## src/rtl/datamem_arb_pkg.sv

```systemverilog
// Shared types and constants for the DataMem arbiter and its round-robin picker.
package datamem_arb_pkg;

    typedef enum logic [1:0] {
        IDLE   = 2'd0,
        ACCESS = 2'd1,
        DONE   = 2'd2
    } arbState_e;

    localparam logic M0 = 1'b0;
    localparam logic M1 = 1'b1;

    localparam int DEFAULT_TIMEOUT_CYCLES = 16;

endpackage

```

## src/rtl/datamem_arbiter_rr_arb2.sv

```systemverilog
// Combinational two-way round-robin pick; on a tie the master that was not last granted wins.
module rr_arb2
    import datamem_arb_pkg::*;
(
    input  logic [1:0] req,
    input  logic       lastGrant,
    output logic       grantValid,
    output logic       grantIdx
);

    always_comb begin
        grantValid = |req;
        grantIdx   = M0;
        case (req)
            2'b01:   grantIdx = M0;
            2'b10:   grantIdx = M1;
            2'b11:   grantIdx = ~lastGrant;
            default: grantIdx = M0;
        endcase
    end

endmodule

```

## src/rtl/datamem_arbiter.sv

```systemverilog
// Two-master round-robin arbiter in front of the single DataMem port, one access outstanding.
// Optional access timeout is built only when DATAMEM_ARB_TIMEOUT_EN is defined.
module datamem_arbiter
    import datamem_arb_pkg::*;
#(
    parameter int ADDR_W         = 32,
    parameter int DATA_W         = 32,
    parameter int TIMEOUT_CYCLES = DEFAULT_TIMEOUT_CYCLES
) (
    input  logic              iClk,
    input  logic              iRst_n,
    input  logic              iM0Req,
    input  logic              iM0Wr,
    input  logic [ADDR_W-1:0] iM0Addr,
    input  logic [DATA_W-1:0] iM0WrData,
    input  logic              iM1Req,
    input  logic              iM1Wr,
    input  logic [ADDR_W-1:0] iM1Addr,
    input  logic [DATA_W-1:0] iM1WrData,
    output logic              oM0Ack,
    output logic [DATA_W-1:0] oM0RdData,
    output logic              oM0Err,
    output logic              oM1Ack,
    output logic [DATA_W-1:0] oM1RdData,
    output logic              oM1Err,
    output logic              oMemRd,
    output logic              oMemWr,
    output logic [ADDR_W-1:0] oMemAddr,
    output logic [DATA_W-1:0] oMemWrData,
    input  logic [DATA_W-1:0] iMemRdData,
    input  logic              iMemAccessable,
    output logic              oBusy
);

    if (TIMEOUT_CYCLES < 1) begin : gBadTimeout
        $error("TIMEOUT_CYCLES must be at least 1");
    end

    arbState_e         state;
    logic              lastGrant;
    logic              ownerQ;
    logic              wrQ;
    logic              grantValid;
    logic              grantIdx;
    logic              selWr;
    logic [ADDR_W-1:0] selAddr;
    logic [DATA_W-1:0] selWrData;
    logic              timeoutHit;

    rr_arb2 uRrArb (
        .req        ({iM1Req, iM0Req}),
        .lastGrant  (lastGrant),
        .grantValid (grantValid),
        .grantIdx   (grantIdx)
    );

    always_comb begin
        selWr     = (grantIdx == M1) ? iM1Wr     : iM0Wr;
        selAddr   = (grantIdx == M1) ? iM1Addr   : iM0Addr;
        selWrData = (grantIdx == M1) ? iM1WrData : iM0WrData;
    end

`ifdef DATAMEM_ARB_TIMEOUT_EN
    localparam int CNT_W = $clog2(TIMEOUT_CYCLES + 1);
    logic [CNT_W-1:0] accessCnt;
    // Count holds the number of ACCESS cycles already elapsed, so the limit edge is at count-1.
    assign timeoutHit = (accessCnt == CNT_W'(TIMEOUT_CYCLES - 1));
`else
    assign timeoutHit = 1'b0;
    assign oM0Err     = 1'b0;
    assign oM1Err     = 1'b0;
`endif

    always_ff @(posedge iClk or negedge iRst_n) begin
        if (!iRst_n) begin
            state      <= IDLE;
            lastGrant  <= M1;
            ownerQ     <= M0;
            wrQ        <= 1'b0;
            oM0Ack     <= 1'b0;
            oM1Ack     <= 1'b0;
            oM0RdData  <= '0;
            oM1RdData  <= '0;
            oMemRd     <= 1'b0;
            oMemWr     <= 1'b0;
            oMemAddr   <= '0;
            oMemWrData <= '0;
            oBusy      <= 1'b0;
`ifdef DATAMEM_ARB_TIMEOUT_EN
            accessCnt  <= '0;
            oM0Err     <= 1'b0;
            oM1Err     <= 1'b0;
`endif
        end else begin
            oM0Ack <= 1'b0;
            oM1Ack <= 1'b0;
`ifdef DATAMEM_ARB_TIMEOUT_EN
            oM0Err <= 1'b0;
            oM1Err <= 1'b0;
`endif
            case (state)
                IDLE: begin
                    if (grantValid) begin
                        ownerQ     <= grantIdx;
                        lastGrant  <= grantIdx;
                        wrQ        <= selWr;
                        oMemRd     <= ~selWr;
                        oMemWr     <= selWr;
                        oMemAddr   <= selAddr;
                        oMemWrData <= selWrData;
                        oBusy      <= 1'b1;
                        state      <= ACCESS;
`ifdef DATAMEM_ARB_TIMEOUT_EN
                        accessCnt  <= '0;
`endif
                    end
                end
                ACCESS: begin
                    if (iMemAccessable) begin
                        if (!wrQ) begin
                            if (ownerQ == M1) oM1RdData <= iMemRdData;
                            else              oM0RdData <= iMemRdData;
                        end
                        oM0Ack <= (ownerQ == M0);
                        oM1Ack <= (ownerQ == M1);
                        oMemRd <= 1'b0;
                        oMemWr <= 1'b0;
                        state  <= DONE;
                    end else if (timeoutHit) begin
                        oM0Ack <= (ownerQ == M0);
                        oM1Ack <= (ownerQ == M1);
`ifdef DATAMEM_ARB_TIMEOUT_EN
                        oM0Err <= (ownerQ == M0);
                        oM1Err <= (ownerQ == M1);
`endif
                        oMemRd <= 1'b0;
                        oMemWr <= 1'b0;
                        state  <= DONE;
                    end else begin
`ifdef DATAMEM_ARB_TIMEOUT_EN
                        accessCnt <= accessCnt + 1'b1;
`endif
                    end
                end
                DONE: begin
                    oBusy <= 1'b0;
                    state <= IDLE;
                end
                default: begin
                    oMemRd <= 1'b0;
                    oMemWr <= 1'b0;
                    oBusy  <= 1'b0;
                    state  <= IDLE;
                end
            endcase
        end
    end

endmodule

```

## config.mk

```make
export PLATFORM = sky130hd
export DESIGN_NAME = datamem_arbiter
export DESIGN_NICKNAME = d
export VERILOG_FILES = /design/src/rtl/datamem_arb_pkg.sv /design/src/rtl/datamem_arbiter_rr_arb2.sv /design/src/rtl/datamem_arbiter.sv
export SDC_FILE = /design/constraint.sdc
export NUM_CORES = 1
export LEC_CHECK = 0
export BUFFER_PORTS_ARGS = -buffer_cell sky130_fd_sc_hd__buf_2
export CORE_AREA = 2 2 118 120
export CTS_BUF_LIST = sky130_fd_sc_hd__clkbuf_8
export CTS_CLUSTER_SIZE = 10
export DETAILED_ROUTE_END_ITERATION = 10
export DIE_AREA = 0 0 120 122
export GPL_ROUTABILITY_DRIVEN = 1
export GPL_TIMING_DRIVEN = 0
export PLACE_DENSITY = 0.86
export SLEW_MARGIN = 20
export SYNTH_ARGS = -nofsm -noshare
export SYNTH_HDL_FRONTEND = slang
export SYNTH_SLANG_ARGS = --single-unit
```

## constraint.sdc

```tcl
create_clock -name iClk -period 1.9 [get_ports iClk]
set_clock_uncertainty 0.05 [all_clocks]
set_input_delay 0.38 -clock iClk [delete_from_list [all_inputs] [get_ports iClk]]
set_output_delay 0.38 -clock iClk [all_outputs]
set_load 0.01 [all_outputs]
```

==> metrics.txt, run 1 <==
Pre-Repair DR Iteration Count=4; TritonCTS Buffers=17; fmax=around 0.54 GHz; max-cap violations=0; First DRT Iteration DRCs=about 110; io pins=302; Primary FF master, synth=dfrtp_1; Seq/Total Area, Yosys=0.583; EDFF count, synth=0; Total GRT Usage=0.206; Initial Util=0.439; total power=around 13 mW; first-pass GRT wire length=22900 um; Yosys reg bits=138; CTS Buffer Depth=2; num rows=43; CP Data Required Time=about 2.2 ns; initial antenna violation count=0; Peak VDD IR=~0.98 mV; post-synth top area share=0.578; LEAKAGE=roughly 4.1 nW; Buffers on Ports=between 200 and 300; DR WL met3=~1300 um; Worst EP arrival=2.10 ns; GRT Residual Overflow=0; cells taking the most area after synthesis=dfrtp_1, mux2_2, mux2_1, buf_2, buf_6; H-tree depth=4; post-route ant nets=0; Worst-Margin Slew=0.525 ns; Vias/cell=just under 5; drt drc=0; Final setup viols=0; power density cells=1570 mW/mm2; mapped cell area=0.00593 mm2; CTS sink count=about 140; die span in x=120 um; post-route cell area=0.00812 mm2; number of global-route vias before repair=~4600; Reg clk slew, reported paths=0.07 ns; synthesized area per cell=approximately 16 um2; top cell type by total area after synthesis=dfrtp_1; Yosys warnings=0; TritonCTS clock tree=yes; Skew-Pair Late Insertion Delay=0.43 ns; RSZ-0062 raised after global routing=true; Final Max Slew Viols=0; largest net degree at the start of global routing=about 70; gpl congestion=0.782; area grow syn2layout=36.9%; Final Cycle Share=0.971; max_slew headroom=0.650; min cycle time layout=roughly 1.8 ns; top routing layer used=met4; metal2 WL=~8200 um; final wirelength=~15000 um; post-synthesis cell type count=23; Final Hold Fails=0; setup_tns=0 ns; most frequent cell after synthesis=mux2_2; core area=between 0.01 and 0.015 mm2; antenna diode count=0; worst min-delay path category=input pin to flop; Cell Area, Placed=~0.0077 mm2; via count=approximately 4400; Syn Inst Count=between 300 and 400; WL/cell=17.2 um; die height=between 100 and 150 um; Setup Crit Path Kind=flop to flop; CP Max Fanout=10; total of fill cells in the finished design=1042; critical path launch point type=flop; die area=0.0146 mm2; Post-synth ARST share=1.00; Worst Setup End Kind=flop; Final nets=869; Detailed Place HPWL=approximately 12000 um; top cells by count, synth=mux2_2, dfrtp_1, mux2_1; clock root buffer=clkbuf_8; routed metal-1 wirelength=between 5000 and 6000 um; status=finished, final reports clean; layout cell share with drive strength beyond 1=0.715
==> per-layer routing <==
layer / up-vias / GRT usage
met5: - / 0
met4: 0 / 0.0926
li1: 1991 / -
met2: 200 / 0.370
met1: 2152 / 0.213
met3: 26 / 0.0782
==> path summary, 6_finish.rpt <==
| check | depth (start not counted) | from | to | slack, ns |
|---|---|---|---|---|
| worst max register to register | 5 | lastGrant$_DFFE_PN1P_ | oMemWrData[19]$_DFFE_PN0P_ | 0.05 |
| min in group asynchronous | 2 | iRst_n | oMemAddr[0]$_DFFE_PN0P_ | 0.45 |
| worst max-delay path | 5 | lastGrant$_DFFE_PN1P_ | oMemWrData[19]$_DFFE_PN0P_ | 0.05 |
| max in group asynchronous | 3 | iRst_n | oM1RdData[9]$_DFFE_PN0P_ | 0.63 |
| worst min register to register | 1 | oM0RdData[3]$_DFFE_PN0P_ | oM0RdData[3]$_DFFE_PN0P_ | 0.44 |
| worst min-delay path | 2 | iM0Req | lastGrant$_DFFE_PN1P_ | 0.11 |
==> placed cells by master (no fill, tap or decap), types with 3 or more instances in the layout <==
master,synthesis,final
buf_4,2,4
buf_2,15,313
mux2i_1,3,3
o21ai_0,3,3
dfrtp_1,137,137
mux2_2,151,151
mux2_1,42,42
clkinvlp_4,0,4
clkinv_2,0,3
buf_6,5,5
inv_6,0,3
clkbuf_8,0,18
inv_1,3,4
==> timing repair <==
item,CTS,global route
hold buffers,1,0
endpoints found under the hold margin,66,0
cloned,0,1
resized for setup,3,4
endpoints found under the setup margin,4,123
buffers inserted,0,2
==> kinds of logic after synthesis <==
logic type | after synthesis | share of synthesized area
compound gates | 8 | 0.00823
buf+inv | 25 | 0.0266
mux | 196 | 0.372
simple gates | 10 | 0.0101
flops | 138 | 0.583
other cells | 1 | 0.000633
==> report_power, final <==
group / leakage (nW) / total, mW / switching, mW / internal (mW)
clock network: 0.183 / 2.23 / 1.16 / 1.07
logic: 2.23 / 5.30 / 2.50 / 2.80
registers: 1.65 / 5.22 / 0.797 / 4.42
==> layout make-up <==
type	count	area, um2	area share
buffer	22	156	0.0193
clock buffer	18	248	0.0305
clock inverter	14	123	0.0151
inverter	3	11.3	0.00139
multi-input combinational	216	2340	0.288
sequential	138	3450	0.426
tap	180	225	0.0277
timing repair buffer	304	1560	0.193
==> through the flow <==
| stage | util | hold WS (ns) | worst slack (ns) | instances |
|---|---|---|---|---|
| 6_report | 0.601 | 0.109 | 0.0549 | 895 |
| 4_1_cts | 0.599 | 0.0576 | 0.0199 | 892 |
| 3_5_place_dp | 0.570 | 0.323 | -0.0605 | 859 |
| 3_3_place_gp | 0.567 | 0.418 | -1.33 | 858 |
| 2_1_floorplan | - | 0.0344 | 0.233 | 379 |
| 5_1_grt | 0.601 | 0.0858 | -0.0343 | 895 |
==> critical path: stages (launching register included) <==
cell and delay, ns:
dfstp_2 0.56, a21bo_4 0.16, buf_8 0.15, buf_6 0.16, mux2_1 0.35, mux2_2 0.29
==> state kept, by name, indices dropped and copies added, names as in the netlist, 2 cells and up <==
register,count
oM0RdData,32
oMemAddr,32
oM1RdData,32
state,2
oMemWrData,32
No activity file was read; power rests on OpenSTA's default activity.
==> inputs of run 2 (changes only) <==
Settings changed: SETUP_SLACK_MARGIN set to 0.1, TNS_END_PERCENT set to 100.
==> run 2 against run 1 <==
  * Hold slack improved by 0.0073 ns
  * Critical endpoint is now oMemAddr[22]$_DFFE_PN0P_
  * Flip-flop and latch count unchanged
  * Critical path depth unchanged
  * Sequential power about the same
  * Power increased by 1.8%
  * Combinational power increased by 4.2%
==> metrics.txt, run 2 (same netlist as run 1, synthesis figures left out) <==
fmax=between 0.5 and 0.6 GHz; Cell Area, Placed=0.00769 mm2; most common cell after layout, fill and taps aside=buf_2; WL/cell=17.8 um; layout cell share with drive strength beyond 1=0.728; Vias/cell=just under 5; RSZ-0062 raised after global routing=true; io pins=just over 300; number of global-route vias before repair=around 4600; Net Switching=roughly 4.5 mW; Peak VDD IR=0.983 mV; gpl congestion=0.782; Worst Setup End Kind=flop; CP Max Fanout=8; Final setup viols=0; TritonCTS Buffers=17; Pre-Repair DR Iteration Count=4; TritonCTS clock tree=yes; post-route cell area=0.00834 mm2; LEAKAGE=4.18 nW; max_slew headroom=0.644; Skew-Pair Late Insertion Delay=about 0.42 ns; Final Max Slew Viols=0; Final Hold Fails=0; Worst-Margin Slew=around 0.53 ns; power density cells=between 1500 and 2000 mW/mm2; final wirelength=~16000 um; critical path launch point type=flop; Buffers on Ports=between 200 and 300; core area=~0.014 mm2; die span in x=between 100 and 150 um; clock power share=0.172; clock root buffer=clkbuf_8; area grow syn2layout=40.7%; Final nets=slightly below 900; CTS Buffer Depth=2; initial antenna violation count=0; Final Cycle Share=0.950; worst min-delay path category=input pin to flop; Worst EP arrival=between 2 and 2.5 ns; max-cap violations=0; CP Data Required Time=about 2.2 ns; status=finished, final reports clean; die area=0.0146 mm2; min cycle time layout=about 1.8 ns; first-pass GRT wire length=roughly 23000 um; Detailed Place HPWL=roughly 12000 um; setup slack at placement=-0.0605 ns; commonest cells after routing, fill and taps aside=buf_2, mux2_2, dfrtp_1, mux2_1, clkbuf_8; via count=4451; die height=~120 um; GRT Residual Overflow=0; num rows=43; Setup Crit Path Kind=flop to flop; antenna diode count=0; CTS sink count=~140; largest net degree at the start of global routing=72; Initial Util=0.439; setup ws final=approximately 0.095 ns; First DRT Iteration DRCs=155; drt drc=0; Reg clk slew, reported paths=~0.070 ns; register share of total power=0.403; post-route ant nets=0; setup_tns=0 ns; H-tree depth=4; switching share of power=0.349; Pint=around 8.5 mW; Total GRT Usage=0.206; combinational share of power=0.426; setup slack, reg-to-reg=0.09 ns
[run 2: changes by cell type in the layout (fill, tap and decap cells not counted), sizes merged]
cell / change
buf: +5
clkbuf: +3
[run 2: routing by layer]
metal	wire, um	GRT usage	vias up
met5	0	0	-
met4	429	0.0934	0
met3	1340	0.0787	28
met2	8470	0.371	214
met1	5790	0.213	2201
li1	-	-	2008
[run 2: final cells by class]
class                   instances  area [um2]
clock inverters                14         123
fillers                      1003        5160
plain buffers                  22         240
inverters                       3        11.3
well taps                     180         225
multi-input cells             216        2360
flip-flops and latches        138        3450
repair buffers                312        1680
clock buffers                  18         248
[run 2: path summary, 6_finish.rpt]
check | start | depth (start not counted) | endpoint
max in group asynchronous | iRst_n | 3 | oM1RdData[29]$_DFFE_PN0P_
min reg2reg | oM0RdData[3]$_DFFE_PN0P_ | 1 | oM0RdData[3]$_DFFE_PN0P_
min in group asynchronous | iRst_n | 2 | oMemAddr[0]$_DFFE_PN0P_
max reg2reg | lastGrant$_DFFE_PN1P_ | 5 | oMemAddr[22]$_DFFE_PN0P_
min | iM0Req | 2 | lastGrant$_DFFE_PN1P_
max | lastGrant$_DFFE_PN1P_ | 5 | oMemAddr[22]$_DFFE_PN0P_
[run 2: stage by stage]
stage | hold slack, ns | std cells | power [mW] | util
final | 0.116 | 903 | 13.0 | 0.618
after detailed placement | 0.323 | 859 | 10.6 | 0.570
after CTS | 0.0702 | 895 | 12.9 | 0.602
after floorplan | 0.0344 | 379 | 8.19 | -
after global routing | 0.0874 | 903 | 13.7 | 0.618
after global placement | 0.418 | 858 | 10.3 | 0.567
[run 2: repair_timing]
action / CTS / global route
pin swaps: 1 / 1
hold buffers: 1 / 0
endpoints found under the hold margin: 66 / 0
gates resized for setup: 12 / 31
gates cloned: 0 / 3
setup buffers: 3 / 5
setup endpoints to repair: 121 / 92
[run 2: power by group through the flow]
stage                     sequential [mW]  combinational (mW)  clock (mW)
final                                5.23                5.52        2.23
after global routing                 5.39                5.90        2.43
after CTS                            5.22                5.40        2.31
after detailed placement             5.24                5.33           0
after global placement               5.12                5.16           0
after floorplan                      5.84                2.34           0
[run 2: critical path, stage by stage (launching register included)]
cell and delay [ns]:
dfstp_2 0.56, a21bo_4 0.16, buf_12 0.16, buf_12 0.12, mux2_1 0.35, mux2_2 0.29
